`config.mk`:
```
export PLATFORM = sky130hd
export DESIGN_NAME = instr_loader
export DESIGN_NICKNAME = d
export VERILOG_FILES = /design/src/rtl/instr_loader.sv
export SDC_FILE = /design/constraint.sdc
export NUM_CORES = 1
export LEC_CHECK = 0
export ABC_AREA = 1
export CORE_ASPECT_RATIO = 1.1
export CORE_MARGIN = 5
export CORE_UTILIZATION = 50
export CTS_CLUSTER_DIAMETER = 30
export DETAILED_ROUTE_END_ITERATION = 8
export GPL_TIMING_DRIVEN = 0
export HOLD_SLACK_MARGIN = 0.06
export PLACE_DENSITY = 0.87
export SLEW_MARGIN = 15
export SYNTH_ARGS = -nofsm -noshare
export SYNTH_HDL_FRONTEND = slang
export SYNTH_SLANG_ARGS = --single-unit
```
`constraint.sdc`:
```
create_clock -name vga_clk -period 2.2 [get_ports vga_clk]
set_input_delay 0.22 -clock vga_clk [delete_from_list [all_inputs] [get_ports vga_clk]]
set_output_delay 0.22 -clock vga_clk [all_outputs]
set_load 0.01 [all_outputs]
```
`src/rtl/instr_loader.sv`:
```
// Writer side of the instruction-screen image memory: takes a raster-ordered
// byte stream over valid/ready and writes one full image into the instruction RAM.
module instr_loader #(
    parameter int IMG_W     = 237,
    parameter int IMG_H     = 21,
    parameter int IMG1_BASE = 4977,
    parameter int ADDR_W    = 14,
    parameter int DATA_W    = 8
) (
    input  logic              vga_clk,
    input  logic              reset,
    input  logic              start,
    input  logic              img_sel,
    input  logic              abort,
    input  logic [DATA_W-1:0] in_data,
    input  logic              in_valid,
    output logic              in_ready,
    output logic              wr_en,
    output logic [ADDR_W-1:0] wr_addr,
    output logic [DATA_W-1:0] wr_data,
    output logic              busy,
    output logic              done,
    output logic [7:0]        x_pos,
    output logic [4:0]        y_pos
);

    // state | meaning
    // IDLE  | waiting for start; stream not accepted
    // LOAD  | accepting beats, one RAM write per accepted beat
    typedef enum logic {
        IDLE,
        LOAD
    } state_t;

    localparam logic [7:0]        X_LAST   = 8'(IMG_W - 1);
    localparam logic [4:0]        Y_LAST   = 5'(IMG_H - 1);
    localparam logic [ADDR_W-1:0] IMG1_ADR = ADDR_W'(IMG1_BASE);

    state_t            state, state_nxt;
    logic [ADDR_W-1:0] addr_cnt;
    logic              accept;
    logic              last_beat;
    logic              load_go;
    logic              load_end;

    assign accept    = in_valid & in_ready;
    assign last_beat = (x_pos == X_LAST) && (y_pos == Y_LAST);
    assign load_go   = (state == IDLE) && start && !abort;
    assign load_end  = (state == LOAD) && (abort || (accept && last_beat));

    always_ff @(posedge vga_clk or posedge reset) begin
        if (reset) begin
            state <= IDLE;
        end else begin
            state <= state_nxt;
        end
    end

    always_comb begin
        state_nxt = state;
        in_ready  = 1'b0;
        busy      = 1'b0;
        case (state)
            IDLE: begin
                if (start && !abort) begin
                    state_nxt = LOAD;
                end
            end
            LOAD: begin
                in_ready = 1'b1;
                busy     = 1'b1;
                if (abort || (accept && last_beat)) begin
                    state_nxt = IDLE;
                end
            end
            default: state_nxt = IDLE;
        endcase
    end

    // Address is a running counter seeded with the image base, so no multiplier.
    always_ff @(posedge vga_clk or posedge reset) begin
        if (reset) begin
            wr_en    <= 1'b0;
            wr_addr  <= '0;
            wr_data  <= '0;
            done     <= 1'b0;
            addr_cnt <= '0;
            x_pos    <= '0;
            y_pos    <= '0;
        end else begin
            wr_en <= accept;
            done  <= accept && last_beat && !abort;
            if (accept) begin
                wr_addr  <= addr_cnt;
                wr_data  <= in_data;
                addr_cnt <= addr_cnt + 1'b1;
                if (x_pos == X_LAST) begin
                    x_pos <= '0;
                    y_pos <= y_pos + 1'b1;
                end else begin
                    x_pos <= x_pos + 1'b1;
                end
            end
            if (load_go) begin
                addr_cnt <= img_sel ? IMG1_ADR : '0;
                x_pos    <= '0;
                y_pos    <= '0;
            end
            if (load_end) begin
                x_pos <= '0;
                y_pos <= '0;
            end
        end
    end

endmodule

```
==> Yosys cells after proc, flatten, opt, wreduce, memory -nomap -nowiden <==
Cells that the tools add are included.
{ "word_totals": {"memories": 0, "input_bits": 14, "elab_cells": 43, "ramBits": 0, "regBits": 52, "romBits": 0, "latchBits": 0} }
{ "op_classes": {"n_addsub": 3, "div_mod_pow": 0, "eq_ne": 2, "n_lt_le_gt_ge": 0, "n_shift": 0, "n_reduce_logical": 13, "multipliers": 0, "n_mux": 15, "n_bitwise": 2} }
{ "ops": {"columns": ["cell", "count"], "rows": [
  ["8-bit two-way mux", 4],
  ["14-bit two-way mux", 2],
  ["5-bit two-way mux", 4],
  ["14-bit by 1-bit adder with 14-bit output, second input constant", 1],
  ["13-bit two-way mux", 1],
  ["8-bit by 1-bit adder with 8-bit output, second input constant", 1],
  ["8-bit == test, second input constant", 1],
  ["1-bit logical AND", 7],
  ["3-bit nonzero test", 2],
  ["5-bit by 1-bit adder with 5-bit output, second input constant", 1],
  ["5-bit == test, second input constant", 1],
  ["1-bit two-way mux", 3],
  ["1-bit one-hot mux with 2 select lines", 1],
  ["2-bit AND reduction", 1],
  ["2-bit nonzero test", 1],
  ["1-bit AND", 1],
  ["1-bit logical NOT", 1],
  ["1-bit logical OR", 1],
  ["1-bit inverter", 1]
]} }

==> Depth between registers and ports, before layout <==
Gate-level depths: netlist (run 1).
{ "depth": {"word_depth": 7, "depth_mapped": 13, "ltp_nobuf": 13} }

==> Least setup slack after synthesis (run 1) <==
Ideal clock, no wire load.
{ "synth_path": {"path_type": "flip-flop to flip-flop", "from": "register x_pos[0]", "to": "register y_pos[3]", "slack_ps": 722, "stages_incl_launch_ff": 11, "setup_ps": 65, "arrival_ps": 1413, "required_ps": 2135, "period_less_slack_ps": 1478, "path_cell_list": "dfrtp_1 > inv_1 > ha_1 > inv_1 > nor2_1 > nand4_2 > clkinv_2 > nand4_1 > clkinv_1 > nand2_1 > nand2_1"} }
{ "synth_via": {"elab_chain_cells": 7, "word_cells_on_any_way": 9, "classes_between": "eq/ne: 1; mux: 1; reduce/logical: 7"} }
{ "synth_lines": {"columns": ["element", "line", "source"], "rows": [
  ["start, declared", "23", "output logic [7:0] x_pos,"],
  ["start signal, assigned", "101", "x_pos <= x_pos + 1'b1;"],
  ["8-bit == test *", "47, 97", null],
  ["1-bit logical AND", "47", "assign last_beat = (x_pos == X_LAST) && (y_pos == Y_LAST);"],
  ["1-bit logical AND", "49", "assign load_end = (state == LOAD) && (abort || (accept && last_beat));"],
  ["1-bit logical OR", "49", null],
  ["1-bit logical AND", "49", null],
  ["3-bit nonzero test (no source line)", null, null],
  ["2-bit AND reduction (no source line)", null, null],
  ["end signal, assigned", "99", "y_pos <= y_pos + 1'b1;"],
  ["end, declared", "24", "output logic [4:0] y_pos"]
]} }
Every way passes the cells marked *; elsewhere a longest branch is shown, timed or not.
A chain may end at the register's enable or synchronous reset.

==> Final worst setup path (run 1) <==
{ "layout_path": {"from": "register state", "to": "output port in_ready"} }
{ "layout_via": {"elab_chain_cells": 1} }
{ "layout_lines": {"columns": ["element", "line", "source"], "rows": [
  ["start, declared", "39", "state_t state, state_nxt;"],
  ["start signal, assigned", "55", "state <= state_nxt;"],
  ["1-bit two-way mux", "63", "case (state)"],
  ["end, declared", "17", "output logic in_ready,"]
]} }
No other way between the ends.

==> results of run 1 <==
layout make-up:
class,count,area [um^2]
buffer,12,66.3
clock buffer,6,72.6
clock inverter,2,35.0
fill,439,1710
inverter,42,159
multi-input combinational,225,1110
sequential,52,1300
tap,58,72.6
timing repair buffer,53,541
metal layers:
| layer | up-vias | GRT usage |
|---|---|---|
| li1 | 1190 | - |
| met1 | 1154 | 0.253 |
| met2 | 80 | 0.345 |
| met3 | 12 | 0.0378 |
| met4 | 0 | 0.0641 |
| met5 | - | 0 |
synth_stat cells, drive strengths merged:
cell type	instances	area [um^2]
nand2	97	377
dfrtp	52	1300
inv	40	150
o21ai	28	140
nor2	26	108
nand3	23	115
nor3	11	55.1
nand4	9	62.6
buf	8	51.3
a21oi	7	35.0
ha	5	62.6
o2111ai	5	43.8
a22oi	4	30.0
clkbuf	4	15.0
xnor2	3	26.3
xor2	3	26.3
clkinv	2	8.75
a211oi	1	7.51
a31oi	1	6.26
o211ai	1	7.51
o22ai	1	6.26
metrics by stage:
stage / std cells / total power, W / instance area (um^2)
6_report: 450 / 0.00263 / 3360
5_1_grt: 450 / 0.00279 / 3360
4_1_cts: 450 / 0.00264 / 3360
3_5_place_dp: 442 / 0.00199 / 3250
3_3_place_gp: 441 / 0.00196 / 3230
2_1_floorplan: 331 / 0.00162 / 2640
sequential cells by signal (all words and copies together) (netlist names):
name and count:
addr_cnt 14, done 1, state 1, wr_addr 14, wr_data 8, wr_en 1
x_pos 8, y_pos 5
worst max-delay path, delay by kind of cell (launching register included):
kind	cells	cell delay [ps]
buf+inv	2	680
flops	1	500
logic make-up (layout without fill, tap and decap cells):
family	Yosys count	after routing	share of synthesized area
DFF	52	52	0.494
buffers and inverters	54	115	0.0855
and+or+nand+nor	166	166	0.272
adders and majority gates	5	5	0.0237
xor gates and xnor gates	6	6	0.0199
AOI/OAI and AO/OA	48	48	0.105
cells in the final DEF (no fill, tap or decap), types with 7 or more instances in the layout:
cell and instances:
a21oi_1 7, clkdlybuf4s50_1 52, dfrtp_1 52, inv_1 38
nand2_1 92, nand3_1 23, nand4_1 8, nor2_1 24
nor3_1 11, o21ai_0 24
worst max path at each step:
stage	endpoint	slack, ps	cells past startpoint	startpoint
5_1_grt	x_pos[7]	310	13	y_pos[0]
3_5_place_dp	addr_cnt[9]	440	10	abort
4_1_cts	in_ready	460	2	state
3_3_place_gp	wr_addr[13]	-250	2	reset
2_1_floorplan	addr_cnt[0]	720	1	reset
6_report	in_ready	480	2	state
power by group:
part | leakage (nW) | total (W) | switching (W) | internal, W
registers | 0.674 | 0.00124 | 0.000122 | 0.00112
clock network | 0.0552 | 0.000655 | 0.000317 | 0.000338
logic | 0.878 | 0.000728 | 0.000379 | 0.000349
==> reports/qor.txt, run 1 <==
Post-route ant nets = 0
CTS Buf Count = 5
#FFs+latches synth = 52
DRT iter0 DRCs = 186
Worst-margin pin slew = 531 ps
Critical Path Sink Type = primary output
Die W = 79.2 um
PortBufs = 52
Clk slew on worst S/H paths = 90 ps
DP Worst Slack = 436 ps
Met1 wire length = 2.75 mm
CP max FO = 7
Initial core utilization = 0.520
Vias in the first global route = 2,425
Worst Hold Class = input port to asynchronous set/reset pin
Height of the die = 86.1 um
Crit share post-route = 0.780
Initial antenna violation count = 0
CP required = 1980 ps
Run status = completed
Remaining Overflow, GRT = 0
Worst R2R Path Depth = 10
Largest net degree at the start of global routing = 30
R2r startpoint = x_pos[0]
Syn nets = 350
Setup ws final = 484 ps
Crit path DAT = 1500 ps
Max Clk Rate = 583 MHz
Hold Slack = 266 ps
I/O pin cnt = 53
H-tree depth = 2
Slew Limit Fails = 0
Pwr/cell area = 783 nW/um^2
Setup TNS = 0 ps
Max Cap Viol = 0
Post-Synthesis Cells = 331
Routed wl met2 = 3.20 mm
DR WL met3 = 348 um
Max Used Layer = met4
Slew HR = 0.646
Critical Path Slowest Stage Cell = clkdlybuf4s50_1
Via count = 2,436
Final GP Congestion = 0.897
CTS resizes = 0
Distinct cell type count after synthesis = 30
Peak supply drop = 0.000455 V
CTS sink cnt = 52
Routed vias/inst = 5.41
Tmin final = 1720 ps
Routed WL per cell = 14.2 um
# nets final = 410
Type of the worst setup path = flop to primary output
CTS tree = done
Ys Warns = 0
Ant diodes = 0
Sequential area share after synthesis = 0.494
Clk buf depth = 2
WL final = 6.40 mm
First-pass GRT wire length = 10.9 mm
Cell Area, Synth = 2640 um^2
P_leak = 1.61 nW
Area growth, synth to finish = 27.4%
Root buf cell = clkbuf_8
Crit path launch type = flop
Rows = 27
Worst-skew pair later-pin latency = 310 ps
Post-CTS Setup Inserts = 0
First-pass DRT Iterations = 5
Detailed placer's ending HPWL = 4.68 mm
Share of layout cells above drive strength 1 = 0.0689
Core region area = 5070 um^2
Syn_area_per_cell = 7.96 um^2
DRC viols = 0
Final Util = 0.662
R2R Setup Slk = 510 ps
Die area = 6820 um^2
# setup viols final = 0
Hold_buf cts = 0
Crit-path cells = buf_4, clkdlybuf4s50_1
Fin. Hold Viols = 0
Slowest stage delay, CP = 520 ps
Global Route Usage Sum = 0.200
Worst flop-to-flop path endpoint = y_pos[0]
Worst clock skew = 5.05 ps
RSZ-0062 raised after global routing = false
(Power assumes the default switching activity.)
==> inputs of run 2 (changes only) <==
CORE_UTILIZATION = 46   (was 50)
PLACE_DENSITY = 0.84   (was 0.87)
clock period = 1.55 ns   (was 2.2 ns; I/O delays follow)
==> reports/qor.txt, run 2 (synthesis results as in run 1) <==
Run status = finished, violations left
Violations in the final reports = setup timing
Largest net degree at the start of global routing = 31 (+3.3%)
DRT iter0 DRCs = 280 (+51%)
Share of total power in combinational logic = 0.293 (+0.016)
Crit path DAT = 1870 ps (+370 ps)
Initial core utilization = 0.466 (-0.0545)
Via count = 2,604 (+6.9%)
Share of layout cells above drive strength 1 = 0.181 (+0.112)
Ant diodes = 0 (unchanged)
RSZ-0062 raised after global routing = true
Final Util = 0.659 (-0.00307)
Worst clock skew = 4.82 ps (-0.235 ps)
Clk buf depth = 2 (unchanged)
Final GP Congestion = 0.902 (+0.58%)
H-tree depth = 2 (unchanged)
Worst R2R Path Depth = 10 (unchanged)
Remaining Overflow, GRT = 0 (unchanged)
CP required = 1760 ps (-220 ps)
R2R Setup Slk = -110 ps (-620 ps)
Flop pwr share = 0.436 (-0.037)
Slew Limit Fails = 0 (unchanged)
Area growth, synth to finish = 41.6%
Slowest stage delay, CP = 410 ps (-110 ps)
Die area = 7340 um^2 (+7.6%)
Routed vias/inst = 5.37 (-0.82%)
CTS sink cnt = 52 (unchanged)
Net Sw Power = 0.00123 W (+51%)
First-pass GRT wire length = 11.5 mm (+5.3%)
Most common cell after layout, fill and taps aside = nand2_1
Die W = 82.2 um (+3.7%)
Setup TNS = -1170 ps (-1170 ps)
Setup ws final = -113 ps (-597 ps)
Initial antenna violation count = 0 (unchanged)
CP max FO = 5 (-2)
First-pass DRT Iterations = 5 (unchanged)
Tmin final = 1660 ps
Peak supply drop = 0.000590 V (+30%)
Detailed placer's ending HPWL = 4.73 mm (+0.97%)
DRC viols = 0 (unchanged)
Most frequent cells in the layout = 88 x nand2_1, 48 x clkdlybuf4s50_1, 46 x dfrtp_1
# setup viols final = 14 (+14)
# nets final = 427 (+4.1%)
Fin. Hold Viols = 0 (unchanged)
Instance count on the critical path = 10 (+8)
I/O pin cnt = 53 (unchanged)
Hold Slack = 247 ps (-18.9 ps)
CTS tree = done
Filler cell count = 457 (+4.1%)
Worst Setup SP = x_pos[1]
Type of the worst setup path = flop to flop
CP dominant cell by count = nand2_2
Core region area = 5660 um^2 (+12%)
Global Route Usage Sum = 0.204 (+0.00408)
Final std cells w/o fill = 485 (+7.8%)
Routed WL per cell = 15.4 um (+8.2%)
CP endpoint = x_pos[0]
Clk slew on worst S/H paths = 90 ps (about the same)
Int Pwr = 0.00279 W (+54%)
WL final = 7.47 mm (+17%)
CP bufs+invs = 2 (unchanged)
Worst-margin pin slew = 640 ps (+109 ps)
Worst-skew pair later-pin latency = 320 ps (about the same)
P_leak = 1.81 nW (+12%)
Worst Hold Class = input port to asynchronous set/reset pin
PortBufs = 52 (unchanged)
Vias in the first global route = 2,530 (+4.3%)
Rows = 29 (+7.4%)
Top flop regs = addr_cnt (14), wr_addr (14)
Crit share post-route = 1.07
CTS Buf Count = 5 (unchanged)
Crit-path cells = inv_1, ha_4, nand3_1, nor2_1, nand2_2, nand2_2, nand2_4, clkbuf_16, nand3_2, o21ai_1
Tot Pwr = 0.00402 W (+53%)
Root buf cell = clkbuf_8
Pwr/cell area = 1080 nW/um^2 (+38%)
DP Cell Count = 461 (+4.3%)
Critical Path Slowest Stage Cell = dfrtp_1
Slew HR = 0.573 (-0.0726)
Critical Path Sink Type = flop
Family with the most delay on the worst path = simple AND/OR/NAND/NOR gates
R2r startpoint = x_pos[1]
Max Clk Rate = 601 MHz
Switching Fraction = 0.307 (-0.00458)
Height of the die = 89.4 um (+3.8%)
Clock Power Share = 0.270 (+0.020)
Crit path launch type = flop
Max Cap Viol = 0 (unchanged)
Worst flop-to-flop path endpoint = x_pos[0]
Post-route ant nets = 0 (unchanged)
[run 2: cell types whose count changed in the layout (fill, tap and decap cells not counted), moves of 4 or more]
cell             change
clkdlybuf4s50_1      -4
nand3_1              -4
nand2_1              -4
buf_4               +14
nor2_1               -4
dfrtp_1              -6
dlymetal6s2s_1       +4
dfrtp_2              +6
[run 2: how the worst min path moves through the flow]
stage,start,slack [ps],cells past startpoint,to
2_1_floorplan,abort,220,1,done
3_3_place_gp,wr_addr[12],470,2,wr_addr[12]
3_5_place_dp,wr_data[4],470,2,wr_data[4]
4_1_cts,reset,280,2,wr_data[7]
5_1_grt,reset,320,2,addr_cnt[2]
6_report,reset,250,2,wr_data[4]
[run 2: final cells by class]
class                      count  area, um^2  share of cell area
inverter                      42         163              0.0436
tap                           77        96.3              0.0258
clock buffer                   5        68.8              0.0184
sequential                    52        1310               0.351
buffer                        12        70.1              0.0188
multi-input combinational    225        1240               0.331
clock inverter                 2        60.1              0.0161
timing repair buffer          70         728               0.195
[run 2: power by group through the flow]
stage / sequential [W] / combinational, W / clock (W)
finish: 0.00176 / 0.00118 / 0.00109
global route: 0.00179 / 0.00130 / 0.00116
CTS: 0.00175 / 0.00109 / 0.00108
detailed placement: 0.00178 / 0.00104 / 0
global placement: 0.00178 / 0.00100 / 0
floorplan: 0.00184 / 0.000467 / 0
[run 2: what timing repair did]
action	4_1_cts	5_1_grt
hold buffers	0	0
resized for setup	7	39
buffers inserted	10	6
pin swaps	0	13
setup endpoints to repair	14	24
cloned	0	1
[run 2: metrics by stage]
step | worst slack, ps | cell area, um^2
final | -113 | 3730
after global routing | -176 | 3730
after CTS | -5.47 | 3520
after detailed placement | -178 | 3280
after global placement | -829 | 3250
after floorplan | 72.0 | 2640
[run 2: metal layers]
layer  wire, um  track usage
met1       2950        0.249
met4        241       0.0861
met5          0            0
met2       3720        0.343
met3        556       0.0514
==> variant (settings of run 2) <==
Set the parameter `DATA_W` to 12 (it was 8).
--- a/src/rtl/instr_loader.sv
+++ b/src/rtl/instr_loader.sv
@@ -5,7 +5,7 @@
     parameter int IMG_H     = 21,
     parameter int IMG1_BASE = 4977,
     parameter int ADDR_W    = 14,
-    parameter int DATA_W    = 8
+    parameter int DATA_W    = 12
 ) (
     input  logic              vga_clk,
     input  logic              reset,
Ports: changed (resized in_data and wr_data); port bits go from 53 to 61. No check against the original RTL was run, so the function may have changed too.
==> variant against run 2 <==
  * Power is 2.2% lower
  * Via count up 0.73%
  * Clock power shrank 22%
  * Routed wire length shrank 2.0%
  * Critical path depth down 1
  * Setup slack better by 3.7 ps
  * Final area increased by 2.6%
  * The flow still finishes with violations (negative setup slack)
  * Synthesized cell count rose by 1.8%
  * Sequential cell count is 4 higher
  * Core utilization about the same
  * Critical endpoint is now x_pos[4]$_DFFE_PP0P_
  * Critical path type unchanged
  * Synthesized area is 4.6% higher
  * Final cell count grew 1.9%
==> variant: results (changes against run 2) <==
Parameter                              Value

Yosys
  Cell count after synthesis ... 337 (+1.8%)
  Post-synth top cells ... 92 x sky130_fd_sc_hd__nand2_1, 56 x sky130_fd_sc_hd__dfrtp_1, 31 x sky130_fd_sc_hd__inv_1, 25 x sky130_fd_sc_hd__nand3_1
  Ranking of synthesized cells by area ... sky130_fd_sc_hd__dfrtp_1 51%, sky130_fd_sc_hd__nand2_1 13%, sky130_fd_sc_hd__nand3_1 4.5%
  Synth Net Count ... 360 (+2.9%)
  Share of synthesized area occupied by flip-flops and latches ... 50.8% (+1.5 points)

Route
  Routed met1 length ... 2950 um (about the same)
  Wire length on met3 ... 377 um (-32%)
  Metal2 WL ... 3810 um (+2.5%)

Place
  Final estimated routing congestion in global placement ... 0.865 (-4.1%)
  Dpl cell area ... 3480 um2 (+6.1%)
  Number of port buffers ... 60 (+15%)
  Post-detail-place hpwl ... 5040 um (+6.6%)

Cells and area
  Fill cells ... 469 (+2.6%)
  Biggest regs ... addr_cnt: 14 flops, wr_addr: 14 flops, wr_data: 12 flops
  Post-layout nets ... 439 (+2.8%)

Run status
  Violated checks ... negative setup slack
  Status ... finished with violations

Timing
  Total negative slack ... -638 ps (+534 ps)
  Layout Skew ... 7.66 ps (+2.85 ps)
  Final setup viols ... 13 (-1)
  Max-slew headroom at the worst pin ... 53.1% (-4.2 points)
  Min setup slack post-route ... -109 ps (+3.70 ps)
  Final Hold Slack ... 269 ps (+22.0 ps)

Setup path
  Worst flop-to-flop path startpoint ... x_pos[5]$_DFFE_PP0P_
  R2R Path End ... x_pos[4]$_DFFE_PP0P_
  Crit path max fanout ... 6 (+1)
  Worst Path Arrival ... 1890 ps (+20 ps)
  Longest individual stage delay on the worst path ... 450 ps (+40 ps)
  Worst r2r path cells ... 9 (-1)

GRT
  Maximum number of pins on one net before global-route repair ... 33 (+6.5%)

Power and ir drop
  Sw power ... 0.00127 W (+2.6%)
==> variant: layout make-up <==
| cell class | count | area [um2] | share of cell area [%] |
|---|---|---|---|
| plain buffers | 12 | 87.6 | 2.29 |
| clock inverters | 1 | 7.51 | 0.196 |
| clock buffers | 7 | 86.3 | 2.26 |
| well taps | 77 | 96.3 | 2.52 |
| repair buffers | 72 | 724 | 18.9 |
| multi-input cells | 230 | 1270 | 33.1 |
| inverters | 39 | 146 | 3.82 |
| flip-flops and latches | 56 | 1410 | 36.9 |
==> variant: layer usage <==
layer / GRT usage, % / vias up
li1: - / 1251
met1: 23.4 / 1274
met2: 31.7 / 83
met3: 3.26 / 15
met4: 6.84 / 0
met5: 0 / -
==> variant: what timing repair did <==
item,4_1_cts,5_1_grt
endpoints found under the setup margin,20,40
cloned,0,1
gates resized for setup,6,46
setup buffers,6,4
pin swaps,1,10
==> variant: power by group through the flow <==
| stage | Sequential [W] | Clock [W] | Combinational [W] |
|---|---|---|---|
| after floorplan | 0.00198 | 0 | 0.000458 |
| after global placement | 0.00190 | 0 | 0.00107 |
| after detailed placement | 0.00193 | 0 | 0.00111 |
| after CTS | 0.00189 | 0.000856 | 0.00115 |
| after global routing | 0.00192 | 0.000914 | 0.00132 |
| final | 0.00189 | 0.000846 | 0.00120 |
==> variant: cell families after synthesis <==
logic type | Yosys count | synth area share [%]
compound gates | 53 | 10.6
flops | 56 | 50.8
xor+xnor | 4 | 1.27
buf+inv | 51 | 7.94
fa+ha+maj | 5 | 2.27
simple gates | 168 | 27.1
==> variant: stage by stage <==
stage                     worst slack (ps)  util [%]
after floorplan                       12.1         -
after global placement                -961      59.5
after detailed placement              -164      60.0
after CTS                            -12.2      62.5
after global routing                  -216      65.9
final                                 -109      65.9
